## src/rtl/mdio_pkg.sv

```systemverilog
// Shared MDIO master types and frame constants.
// Clause 22 frame fields and the FSM state encoding.
package mdio_pkg;

   typedef enum logic [1:0] {
      ST_IDLE  = 2'd0,
      ST_FRAME = 2'd1,
      ST_DONE  = 2'd2
   } mdio_state_e;

   localparam logic [1:0] MDIO_ST    = 2'b01;
   localparam logic [1:0] MDIO_OP_WR = 2'b01;
   localparam logic [1:0] MDIO_OP_RD = 2'b10;
   localparam logic [1:0] MDIO_TA_WR = 2'b10;

   // 32 post-preamble bits; read TA/data are released on the wire.
   function automatic logic [31:0] mdio_frame(
      input logic        wr,
      input logic [4:0]  phy,
      input logic [4:0]  regad,
      input logic [15:0] wdata
   );
      logic [1:0]  op;
      logic [1:0]  ta;
      logic [15:0] dat;
      op  = wr ? MDIO_OP_WR : MDIO_OP_RD;
      ta  = wr ? MDIO_TA_WR : 2'b11;
      dat = wr ? wdata : 16'h0000;
      return {MDIO_ST, op, phy, regad, ta, dat};
   endfunction

endpackage

```

## src/rtl/mdio_clkgen.sv

```systemverilog
// MDC generator: half-period counter running only while run is high.
// Strobes flag the clk_rmii edge at which mdc toggles.
module mdio_clkgen #(
   parameter int CLK_DIV = 10
) (
   input  logic clk_rmii,
   input  logic rst_ni,
   input  logic run,
   output logic mdc,
   output logic rise_stb,
   output logic fall_stb
);

   localparam int CW = $clog2(CLK_DIV);
   localparam logic [CW-1:0] CNT_LAST = CW'(CLK_DIV - 1);

   logic [CW-1:0] cnt_q, cnt_d;
   logic          mdc_q, mdc_d;
   logic          wrap;

   assign wrap     = run && (cnt_q == CNT_LAST);
   assign rise_stb = wrap && !mdc_q;
   assign fall_stb = wrap && mdc_q;
   assign mdc      = mdc_q;

   // Count half-periods; hold clock low and counter cleared when stopped.
   always_comb begin
      cnt_d = cnt_q;
      mdc_d = mdc_q;
      if (!run) begin
         cnt_d = '0;
         mdc_d = 1'b0;
      end else if (wrap) begin
         cnt_d = '0;
         mdc_d = !mdc_q;
      end else begin
         cnt_d = cnt_q + CW'(1);
      end
   end

   // Counter and MDC registers.
   always_ff @(posedge clk_rmii or negedge rst_ni) begin
      if (!rst_ni) begin
         cnt_q <= '0;
         mdc_q <= 1'b0;
      end else begin
         cnt_q <= cnt_d;
         mdc_q <= mdc_d;
      end
   end

endmodule

```

## src/rtl/rmii_mdio_master.sv

```systemverilog
// Clause 22 MDIO master with host request port and link poll engine.
// Bits change at MDC falls; read data is sampled at MDC rises.
module rmii_mdio_master #(
   parameter int CLK_DIV       = 10,
   parameter int PREAMBLE_BITS = 32,
   parameter int POLL_INTERVAL = 50000
) (
   input  logic        clk_rmii,
   input  logic        rst_ni,
   input  logic        req_valid_i,
   output logic        req_ready_o,
   input  logic        req_write_i,
   input  logic [4:0]  req_phy_i,
   input  logic [4:0]  req_reg_i,
   input  logic [15:0] req_wdata_i,
   input  logic        pre_sup_i,
   output logic        rsp_valid_o,
   output logic [15:0] rsp_rdata_o,
   output logic        rsp_err_o,
   input  logic        poll_en_i,
   input  logic [4:0]  poll_phy_i,
   input  logic [4:0]  poll_reg_i,
   output logic [15:0] poll_data_o,
   output logic        poll_valid_o,
   output logic        poll_change_o,
   output logic        mdc_o,
   output logic        mdio_o,
   output logic        mdio_t_o,
   input  logic        mdio_i
);

   import mdio_pkg::*;

   localparam int TW = $clog2(POLL_INTERVAL + 1);
   localparam logic [TW-1:0] TMR_LAST = TW'(POLL_INTERVAL - 1);
   localparam logic [5:0] REM_FULL = 6'(PREAMBLE_BITS + 31);

   mdio_state_e    state_q, state_d;
   logic [5:0]     rem_q, rem_d, rem_n;
   logic [31:0]    frame_q, frame_d, ld_frame;
   logic           wr_q, wr_d, ld_wr;
   logic           poll_q, poll_d;
   logic           err_q, err_d;
   logic           mdio_q, mdio_d;
   logic           mdio_t_q, mdio_t_d;
   logic           rdy_q, rdy_d;
   logic           rsp_valid_q, rsp_valid_d;
   logic [15:0]    rsp_rdata_q, rsp_rdata_d;
   logic           rsp_err_q, rsp_err_d;
   logic [15:0]    poll_data_q, poll_data_d;
   logic           poll_valid_q, poll_valid_d;
   logic           poll_chg_q, poll_chg_d;
   logic [TW-1:0]  tmr_q, tmr_d;
   logic           pend_q, pend_d;
   logic           sync1_q, sync2_q;
   logic           start;
   logic           run, rise_stb, fall_stb;

   assign run = (state_q == ST_FRAME);

   mdio_clkgen #(
      .CLK_DIV (CLK_DIV)
   ) u_clkgen (
      .clk_rmii (clk_rmii),
      .rst_ni   (rst_ni),
      .run      (run),
      .mdc      (mdc_o),
      .rise_stb (rise_stb),
      .fall_stb (fall_stb)
   );

   assign req_ready_o   = rdy_q;
   assign rsp_valid_o   = rsp_valid_q;
   assign rsp_rdata_o   = rsp_rdata_q;
   assign rsp_err_o     = rsp_err_q;
   assign poll_data_o   = poll_data_q;
   assign poll_valid_o  = poll_valid_q;
   assign poll_change_o = poll_chg_q;
   assign mdio_o        = mdio_q;
   assign mdio_t_o      = mdio_t_q;

   // Two-flop synchroniser for the asynchronous MDIO pin.
   always_ff @(posedge clk_rmii or negedge rst_ni) begin
      if (!rst_ni) begin
         sync1_q <= 1'b1;
         sync2_q <= 1'b1;
      end else begin
         sync1_q <= mdio_i;
         sync2_q <= sync1_q;
      end
   end

   // FSM next state, arbitration, serialiser and poll bookkeeping.
   always_comb begin
      state_d      = state_q;
      rem_d        = rem_q;
      rem_n        = rem_q - 6'd1;
      frame_d      = frame_q;
      ld_frame     = frame_q;
      ld_wr        = wr_q;
      wr_d         = wr_q;
      poll_d       = poll_q;
      err_d        = err_q;
      mdio_d       = mdio_q;
      mdio_t_d     = mdio_t_q;
      rsp_valid_d  = 1'b0;
      rsp_rdata_d  = rsp_rdata_q;
      rsp_err_d    = rsp_err_q;
      poll_data_d  = poll_data_q;
      poll_valid_d = poll_valid_q;
      poll_chg_d   = 1'b0;
      tmr_d        = tmr_q;
      pend_d       = pend_q;
      start        = 1'b0;

      if (!poll_en_i) begin
         tmr_d  = '0;
         pend_d = 1'b0;
      end

      unique case (state_q)
         ST_IDLE: begin
            if (req_valid_i) begin
               start    = 1'b1;
               ld_wr    = req_write_i;
               ld_frame = mdio_frame(req_write_i, req_phy_i,
                                     req_reg_i, req_wdata_i);
               poll_d   = 1'b0;
            end else if (pend_q && poll_en_i) begin
               start    = 1'b1;
               ld_wr    = 1'b0;
               ld_frame = mdio_frame(1'b0, poll_phy_i,
                                     poll_reg_i, 16'h0000);
               poll_d   = 1'b1;
               pend_d   = 1'b0;
            end else if (poll_en_i) begin
               if (tmr_q == TMR_LAST) begin
                  tmr_d  = '0;
                  pend_d = 1'b1;
               end else begin
                  tmr_d = tmr_q + TW'(1);
               end
            end
            if (start) begin
               state_d  = ST_FRAME;
               wr_d     = ld_wr;
               frame_d  = ld_frame;
               err_d    = 1'b0;
               tmr_d    = '0;
               rem_d    = pre_sup_i ? 6'd31 : REM_FULL;
               mdio_d   = pre_sup_i ? ld_frame[31] : 1'b1;
               mdio_t_d = 1'b0;
            end
         end
         ST_FRAME: begin
            if (rise_stb && !wr_q) begin
               if (rem_q == 6'd16) begin
                  err_d = sync2_q;
               end
               if (rem_q < 6'd16) begin
                  frame_d[15:0] = {frame_q[14:0], sync2_q};
               end
            end
            if (fall_stb) begin
               if (rem_q == 6'd0) begin
                  state_d  = ST_DONE;
                  mdio_d   = 1'b1;
                  mdio_t_d = 1'b1;
                  if (poll_q) begin
                     if (!err_q) begin
                        poll_chg_d   = !poll_valid_q ||
                                       (frame_q[15:0] != poll_data_q);
                        poll_data_d  = frame_q[15:0];
                        poll_valid_d = 1'b1;
                     end
                  end else begin
                     rsp_valid_d = 1'b1;
                     rsp_err_d   = !wr_q && err_q;
                     if (!wr_q) begin
                        rsp_rdata_d = frame_q[15:0];
                     end
                  end
               end else begin
                  rem_d    = rem_n;
                  mdio_d   = (rem_n > 6'd31) ? 1'b1
                                             : frame_q[rem_n[4:0]];
                  mdio_t_d = !wr_q && (rem_n <= 6'd17);
               end
            end
         end
         ST_DONE: begin
            state_d  = ST_IDLE;
            mdio_t_d = 1'b1;
         end
         default: begin
            state_d = ST_IDLE;
         end
      endcase

      rdy_d = (state_d == ST_IDLE);
   end

   // State and registered outputs.
   always_ff @(posedge clk_rmii or negedge rst_ni) begin
      if (!rst_ni) begin
         state_q      <= ST_IDLE;
         rem_q        <= '0;
         frame_q      <= '0;
         wr_q         <= 1'b0;
         poll_q       <= 1'b0;
         err_q        <= 1'b0;
         mdio_q       <= 1'b1;
         mdio_t_q     <= 1'b1;
         rdy_q        <= 1'b1;
         rsp_valid_q  <= 1'b0;
         rsp_rdata_q  <= '0;
         rsp_err_q    <= 1'b0;
         poll_data_q  <= '0;
         poll_valid_q <= 1'b0;
         poll_chg_q   <= 1'b0;
         tmr_q        <= '0;
         pend_q       <= 1'b0;
      end else begin
         state_q      <= state_d;
         rem_q        <= rem_d;
         frame_q      <= frame_d;
         wr_q         <= wr_d;
         poll_q       <= poll_d;
         err_q        <= err_d;
         mdio_q       <= mdio_d;
         mdio_t_q     <= mdio_t_d;
         rdy_q        <= rdy_d;
         rsp_valid_q  <= rsp_valid_d;
         rsp_rdata_q  <= rsp_rdata_d;
         rsp_err_q    <= rsp_err_d;
         poll_data_q  <= poll_data_d;
         poll_valid_q <= poll_valid_d;
         poll_chg_q   <= poll_chg_d;
         tmr_q        <= tmr_d;
         pend_q       <= pend_d;
      end
   end

endmodule

```

## config.mk

```make
export PLATFORM = sky130hd
export DESIGN_NAME = rmii_mdio_master
export DESIGN_NICKNAME = d
export VERILOG_FILES = /design/src/rtl/mdio_pkg.sv /design/src/rtl/mdio_clkgen.sv /design/src/rtl/rmii_mdio_master.sv
export SDC_FILE = /design/constraint.sdc
export NUM_CORES = 1
export LEC_CHECK = 0
export BUFFER_PORTS_ARGS = -buffer_cell sky130_fd_sc_hd__buf_2
export CAP_MARGIN = 5
export CORE_AREA = 2 2 126 128
export DETAILED_ROUTE_END_ITERATION = 7
export DIE_AREA = 0 0 128 130
export GPL_ROUTABILITY_DRIVEN = 0
export PLACE_DENSITY_LB_ADDON = 0.1
export REMOVE_ABC_BUFFERS = 1
export SETUP_SLACK_MARGIN = 0.1
export SYNTH_ARGS = -nofsm -noshare
export SYNTH_HDL_FRONTEND = slang
export SYNTH_HIERARCHICAL = 1
export SYNTH_SLANG_ARGS = --single-unit
```

## constraint.sdc

```tcl
create_clock -name clk_rmii -period 5.61 [get_ports clk_rmii]
set_input_delay 1.122 -clock clk_rmii [delete_from_list [all_inputs] [get_ports clk_rmii]]
set_output_delay 1.122 -clock clk_rmii [all_outputs]
set_load 0.05 [all_outputs]
```

# Yosys cells after proc, flatten, opt, wreduce, memory -nomap -nowiden
# Cells that the tools add are included.
[classes]
n_div = 0
bitwise_logic = 3
shift = 0
mux = 66
eq_ne = 14
add_sub_neg = 3
n_reduce_logical = 28
multipliers = 0
n_lt_le_gt_ge = 4
[op_table]
columns = ["cell", "n"]
rows = [
  ["2-to-1 mux 16 bit", 11],
  ["2-to-1 mux 32 bit", 2],
  ["2-to-1 mux 1 bit", 36],
  ["one-hot mux 16 bit (2 select lines)", 1],
  ["2-to-1 mux 6 bit", 4],
  ["adder 16 x 1 -> 16 bit, second input constant", 1],
  ["equality test 16 bit, second input constant", 1],
  ["inequality test 16 bit", 1],
  ["AND reduction 5 bit", 3],
  ["inequality test 2 bit, second input constant", 6],
  ["one-hot mux 6 bit (2 select lines)", 1],
  ["AND reduction 4 bit", 3],
  ["AND reduction 3 bit", 3],
  ["2-to-1 mux 2 bit", 4],
  ["2-to-1 mux 4 bit", 2],
  ["logical AND 1 bit", 7],
  ["equality test 6 x 5 -> 1 bit, second input constant", 1],
  ["greater-than comparator 6 x 5 -> 1 bit, second input constant", 1],
  ["<= comparator 6 x 5 -> 1 bit, second input constant", 1],
  ["logical NOT 6 bit", 1],
  ["less-than comparator 5 x 6 -> 1 bit, second input constant", 1],
  ["less-than comparator 6 x 5 -> 1 bit, second input constant", 1],
  ["subtractor 6 x 1 -> 6 bit, second input constant", 1],
  ["binary-select mux 1 bit (select 5 bit)", 1],
  ["other kinds (16)", 24],
]
[totals]
ramBits = 0
rom_bits = 0
latch_bits = 0
input_bits = 43
register_bits = 106
mem_count = 0

# Logic depth before layout (Yosys ltp)
# Gate-level depths: netlist of run 1.
[logic_depth]
depth_word = 7
ltp_mapped = 11

# By module
# Netlist of run 1, hierarchy kept.
[modules_own_cells]
columns = ["mod", "n_inst", "seq_area_each_um2", "cells_per_inst", "area_per_inst_um2"]
rows = [
  ["rmii_mdio_master", 1, 2458.6, 489, 5028.6],
  ["mdio_clkgen", 1, 125.1, 25, 260.2],
]

# Worst setup path after synthesis of run 1
# Ideal clock, no wire load.
[synth_path]
path_type = "input-to-reg"
from = "in req_valid_i"
to = "reg tmr_q[9]"
cell_stages = 7
t_arrival_ns = 2.215
setup_time_ns = 0.083
setup_slack_ns = 3.312
cell_sequence = "nand2b_1 a21oi_2 nand3_1 buf_2 inv_2 nand4_1 o21ai_0"
[synth_between]
elab_chain_cells = 4
elab_cells_between_ends = 5
[synth_lines]
columns = ["element", "line_no", "source"]
rows = [
  ["from (decl)", "rmii_mdio_master.sv:10", "input logic req_valid_i,"],
  ["2-to-1 mux 1 bit", "rmii_mdio_master.sv:123", "if (req_valid_i) begin"],
  ["2-to-1 mux 1 bit", "rmii_mdio_master.sv:121", "unique case (state_q)"],
  ["2-to-1 mux 16 bit (*)", "rmii_mdio_master.sv:144", "if (start) begin"],
  ["2-to-1 mux 16 bit (*)", "rmii_mdio_master.sv:121", ""],
  ["named net tmr_d[9]", "rmii_mdio_master.sv:53", "logic [TW-1:0] tmr_q, tmr_d;"],
  ["to (signal assigned)", "rmii_mdio_master.sv:239", "tmr_q <= tmr_d;"],
  ["to (decl)", "rmii_mdio_master.sv:53", ""],
]
# Mark *: on every way through the listed nets, which the timed path passes. The rest lies on a longest branch. The select of a mux whose other input is x is not followed.
# A chain may end at the register's enable or synchronous reset.

# Worst setup path after layout of run 1
[layout_path]
from = "in req_valid_i"
to = "reg tmr_q[15]"
# The elaborated chain is that of the path after synthesis.

==> results.ini, run 1 <==
[finish]
syn_to_final_growth_pct=15.5
fill_cells=1599
nets=635
diodes=0
drive_gt1_frac=0.244
ff_latch_area_mm2=0.00258
multi_input_area_mm2=0.00250
design_area_mm2=0.00611

[grt]
grt_pass1_wl_um=21100
grt_pass1_vias=3942
globalRouteOverflowTotal=0
grt_max_degree=65
antenna_found_initial=0
track_usage=0.163

[yosys]
seq_area_frac_synth=0.489
yosys_most_used_dff=dfrtp_1
syn_area_mm2=0.00529
syn_area_per_cell_um2=10.3
synth_area_leaders=dfrtp_1 (46%), mux2_2 (4.7%), a22oi_1 (3.8%), o21ai_0 (3.6%), nand2_1 (3.5%)
synthCells=514
yosys_warnings=6
ys_ff_latch=103
synth.distinct_cells=59
yosys.area.top_type=dfrtp_1
synth_edf_count=0
synth.top_cell.area_share=0.464
synthArstFlopShare=1.00

[worst_setup_path]
crit_required_ns=5.88
end_kind=register
worstReg2RegStart=state_q[0]
criticalPathCategory=input pin to register
start_kind=input pin
arrival_ns=3.27
cp_max_fo=22
reg2reg_to=tmr_q[15]
worst-r2r-setup-slack_ns=2.64
r2r_cells=8

[clocking]
cts_sinks=103
post_cts_resized=0
cts_tree=yes
cts_buffers=9
postCtsSetupBuffers=0
cts_hold_buf=0
cts.clk_slew.worst_paths_ns=0.07
root_buffer=clkbuf_16
cts.path.max_buffers=2
clk_latency_ns=0.35
h-tree-depth=3

[floorplan]
die_area_mm2=0.0166
initial_core_util=0.343
ios=83
die_w_um=128
die_height_um=130
core_mm2=0.0154
num_rows=46

[timing]
finalSetupTns_ns=0
post-route-period-util=0.536
rsz0062_at_grt=no
max_clock_freq_mhz=333
skew_ns=0.00762
whs_ns=0.359
slew_headroom=0.208
hold_violations=0
worst_pin_slew_ns=1.19
final_max_slew_viol_count=0
min_period_ns=3.01
fin_ws_ns=2.60
setup_viol=0

[power_and_ir_drop]
power_density_mw_per_mm2=240
p_leak_nw=2.92
ir_worst_vdd_mv=0.156
total_power_mw=1.46

[min_path]
hold_start=sync1_q
hold_class=register to register
worstHoldPathCells=0
min_delay_worst_endpoint=sync2_q

[detailed_routing]
drc_errors=0
topRoutingLayerUsed=met4
drt_first_pass_iters=4
drtAntennaViolNets=0
num_vias=4045
drt-met1-wl_um=6470
first_iter_violations=230
wirelength_um=13000
drt-wirelength-per-cell_um=16.7
wl_met2_um=5820
via_per_inst=5.19
wl_met3_um=636

[job]
maxCapViolCount=0

[place]
pre_cts_slack_ns=2.23
portBuffers=82
post_dp_cell_area_mm2=0.00580
dp_hpwl_um=9150

[outcome]
status=complete, no violations

[final cells by class]
class	instances	share of cell area
Timing Repair Buffer	85	0.0713
Inverter	10	0.00615
Sequential cell	103	0.423
Tap cell	192	0.0393
Multi-Input combinational cell	373	0.409
Clock inverter	3	0.00656
Clock buffer	13	0.0443
[metal layers]
metal / track usage / vias up
li1: - / 1988
met1: 0.233 / 1952
met2: 0.245 / 97
met3: 0.0303 / 8
met4: 0.0627 / 0
met5: 0 / -
[flip-flops by register name, summed over array words and instances (netlist names), 2 cells and up]
name,count
tmr_q,16
rem_q,6
poll_data_o,16
u_clkgen/cnt_q,4
frame_q,29
rsp_rdata_o,16
state_q,2
[cell families after synthesis]
logic type | count (synthesis) | synth area share
DFF | 103 | 0.489
and+or+nand+nor | 174 | 0.171
xor gates and xnor gates | 23 | 0.0409
adders and majority gates | 10 | 0.0237
AOI/OAI and AO/OA | 128 | 0.153
buffers and inverters | 38 | 0.0393
muxes | 38 | 0.0842
[worst max-delay path: stages]
cell and delay (ns):
buf_2 0.18, nand2b_1 0.21, a21oi_2 0.40, nand3_1 0.68
inv_2 0.39, nand4_1 0.12, o21ai_0 0.16
[synth_stat cells (4+ instances only)]
cell type,count
inv_1,9
ha_1,10
nor3_1,6
o21a_1,5
mux2_2,22
nor2_1,43
clkbuf_1,10
a31oi_1,9
dfrtp_1,98
xnor2_1,4
and3_1,6
nand2_1,49
nand2b_1,5
mux2i_1,4
nor4_1,6
mux2_1,10
buf_6,4
o21ai_0,38
nor2b_1,12
nand3_1,17
nor3b_1,4
buf_4,4
a21oi_1,26
o31ai_1,7
dfstp_2,5
buf_2,7
a22oi_1,27
xor2_1,17
nand4_1,8
and2_1,4
[metrics by stage]
step	util	std cells
2_1_floorplan	-	486
3_3_place_gp	0.376	763
3_5_place_dp	0.376	763
4_1_cts	0.396	779
5_1_grt	0.396	779
6_report	0.396	779
[layout by cell type (no fill, tap or decap), types with 3 or more instances in the layout]
master | synthesis | layout
o31ai_1 | 7 | 7
nor2_1 | 43 | 42
nand3_1 | 17 | 17
a31oi_1 | 9 | 9
a32oi_1 | 3 | 3
dfrtp_1 | 98 | 98
xnor2_1 | 4 | 4
and2_1 | 4 | 4
ha_1 | 10 | 10
mux2_1 | 10 | 10
a22o_1 | 3 | 3
and3_1 | 6 | 6
nand4_1 | 8 | 8
nand2b_1 | 5 | 5
o21a_1 | 5 | 5
nor4_1 | 6 | 6
nor3b_1 | 4 | 4
clkbuf_8 | 0 | 3
buf_2 | 7 | 81
nor2b_1 | 12 | 12
nor3_1 | 6 | 6
mux2_2 | 22 | 22
o21ai_0 | 38 | 38
a22oi_1 | 27 | 27
mux2i_1 | 4 | 4
a21oi_1 | 26 | 26
nand2_1 | 49 | 49
xor2_1 | 17 | 17
inv_1 | 9 | 9
buf_4 | 4 | 4
clkbuf_16 | 0 | 9
dfstp_2 | 5 | 5
[worst max-delay path by stage]
stage,start,slack (ns),cells past startpoint,end
3_5_place_dp,req_valid_i,2.23,7,tmr_q[15]
4_1_cts,req_valid_i,2.60,7,tmr_q[15]
5_1_grt,state_q[0],2.32,8,tmr_q[15]
6_report,req_valid_i,2.60,7,tmr_q[15]
3_3_place_gp,req_valid_i,2.28,7,tmr_q[15]
2_1_floorplan,state_q[1],2.60,8,frame_q[0]
[power breakdown]
part           leakage [nW]  internal (mW)  total [mW]  switching [mW]
clock                 0.156          0.381       0.652           0.271
sequential             1.37          0.748       0.758         0.00971
combinational          1.39         0.0219      0.0546          0.0327
Note: power is estimated with default switching activity, not from simulation.
==> inputs of run 2 (changes only) <==
==> constraint.sdc (replaced) <==
create_clock -name clk_rmii -period 2.8 [get_ports clk_rmii]
set_input_delay 0.56 -clock clk_rmii [delete_from_list [all_inputs] [get_ports clk_rmii]]
set_output_delay 0.56 -clock clk_rmii [all_outputs]
set_load 0.05 [all_outputs]
==> run 2 against run 1 <==
Compared with the run above: clock-buffer cell count down 3; power up 110%; setup slack worse by 2.3 ns; combinational power up 110%; global-route usage up 0.17 points; final area up 2.1%; via count up 0.35%; clock power up 130%; die area unchanged; sequential power up 100%; critical path depth unchanged; critical endpoint is now poll_data_o[6]; largest cell class unchanged.
==> results.ini, run 2 (synthesized netlist as in run 1, its figures left out) <==
[timing]
skew_ns=0.00915  ; was 0.00762 ns
hold_violations=0  ; unchanged
setup_viol=0  ; unchanged
min_period_ns=2.52
worst_pin_slew_ns=0.706  ; was 1.19 ns
whs_ns=0.180  ; was 0.359 ns
post-route-period-util=0.899
rsz0062_at_grt=no  ; unchanged
max_clock_freq_mhz=397
slew_headroom=0.529  ; was 0.208
final_max_slew_viol_count=0  ; unchanged
finalSetupTns_ns=0  ; unchanged

[worst_setup_path]
cp_max_fo=18  ; was 22
start_kind=register  ; was input pin
worstReg2RegStart=u_clkgen/cnt_q[1]  ; was state_q[0]
crit_required_ns=3.03  ; was 5.88 ns
arrival_ns=2.75  ; was 3.27 ns
r2r_cells=7  ; was 8
end_kind=register  ; unchanged
worst-r2r-setup-slack_ns=0.28  ; was 2.64 ns
criticalPathCategory=register to register  ; was input pin to register
critical_path.startpoint=u_clkgen/cnt_q[1]  ; was req_valid_i
reg2reg_to=poll_data_o[6]  ; was tmr_q[15]

[power_and_ir_drop]
ir_worst_vdd_mv=0.304  ; was 0.156 mV
power_density_mw_per_mm2=497  ; was 240 mW/mm2
p_leak_nw=2.99  ; was 2.92 nW

[grt]
busiest_layer=met2  ; unchanged
use_met2=0.244  ; was 0.245
track_usage=0.164  ; was 0.163
globalRouteOverflowTotal=0  ; unchanged
grt_max_degree=44  ; was 65
grt_pass1_vias=3909  ; was 3,942
antenna_found_initial=0  ; unchanged
grt_use_met1=0.242  ; was 0.233
grt_pass1_wl_um=21200  ; was 21,100 um
grt_util_met3=0.0258  ; was 0.0303

[floorplan]
initial_core_util=0.343  ; unchanged
core_mm2=0.0154  ; unchanged
ios=83  ; unchanged
die_height_um=130  ; unchanged
die_area_mm2=0.0166  ; unchanged
die_w_um=128  ; unchanged
num_rows=46  ; unchanged

[clocking]
cts_buffers=9  ; unchanged
post_cts_resized=0  ; unchanged
cts_tree=yes  ; unchanged
cts.clk_slew.worst_paths_ns=0.07  ; about the same
cts_sinks=103  ; unchanged
cts.path.max_buffers=2  ; unchanged
clk_latency_ns=0.35  ; about the same
h-tree-depth=3  ; unchanged
cts_hold_buf=0  ; unchanged
postCtsSetupBuffers=0  ; unchanged
root_buffer=clkbuf_16  ; unchanged

[place]
post_dp_cell_area_mm2=0.00589  ; was 0.00580 mm2
dp_hpwl_um=9440  ; was 9150 um
placed_cells=775  ; was 763
portBuffers=82  ; unchanged

[detailed_routing]
num_vias=4059  ; was 4,045
wirelength_um=13100  ; was 13,000 um
via_per_inst=5.13  ; was 5.19
drc_errors=0  ; unchanged
drtAntennaViolNets=0  ; unchanged
drt-wirelength-per-cell_um=16.5  ; was 16.7 um
drt_first_pass_iters=4  ; unchanged
first_iter_violations=227  ; was 230

[finish]
syn_to_final_growth_pct=17.9  ; was 15.5%
diodes=0  ; unchanged
mostFrequentLayoutCell=dfrtp_1  ; unchanged
largest_register_ffs=29  ; unchanged
drive_gt1_frac=0.260  ; was 0.244
fill_cells=1571  ; was 1,599
nets=647  ; was 635
design_area_mm2=0.00623  ; was 0.00611 mm2
finalNonFillerCells=791  ; was 779
final_cell_mix=dfrtp_1 (98), buf_2 (81), nand2_1 (49), nor2_1 (42), o21ai_0 (38)  ; unchanged
regMostFlops=frame_q  ; unchanged

[job]
maxCapViolCount=0  ; unchanged

[min_path]
hold_class=input pin to asynchronous set/reset pin  ; was register to register

[outcome]
status=complete, no violations  ; unchanged

run 2: through the flow:
step	total power, mW	util	setup WS [ns]
2_1_floorplan	1.57	-	-0.210
3_3_place_gp	1.66	0.382	0.337
3_5_place_dp	1.67	0.382	0.282
4_1_cts	3.15	0.404	0.268
5_1_grt	3.22	0.404	0.120
6_report	3.10	0.404	0.283
run 2: per-layer routing:
metal	wire, um	vias to the layer above
li1	-	2002
met1	6510	1955
met2	5840	89
met3	526	13
met4	208	0
met5	0	-
run 2: cell type report:
class                   instances  area (um2)  share of cell area
well taps                     192         240              0.0385
inverters                      10        37.5             0.00602
flip-flops and latches        103        2580               0.414
repair buffers                 97         526              0.0843
clock inverters                 6         108              0.0173
clock buffers                  10         239              0.0383
multi-input cells             373        2500               0.401
run 2: worst max-delay path by stage:
stage | end | slack [ns]
after floorplan | frame_q[0] | -0.21
after global placement | poll_data_o[5] | 0.34
after detailed placement | poll_data_o[6] | 0.28
after CTS | poll_data_o[6] | 0.27
after global routing | poll_data_o[6] | 0.12
final | poll_data_o[6] | 0.28
run 2: critical path, cell delays in order (launching register included):
cell	delay, ns
dfrtp_1	0.40
inv_1	0.06
ha_1	0.17
and3b_1	0.24
and3_1	0.30
nand4_4	0.15
and4bb_2	0.68
mux2_2	0.40
run 2: report_power, final:
| group | switching, mW | internal, mW |
|---|---|---|
| combinational | 0.0668 | 0.0477 |
| sequential | 0.0193 | 1.50 |
| clock | 0.571 | 0.896 |
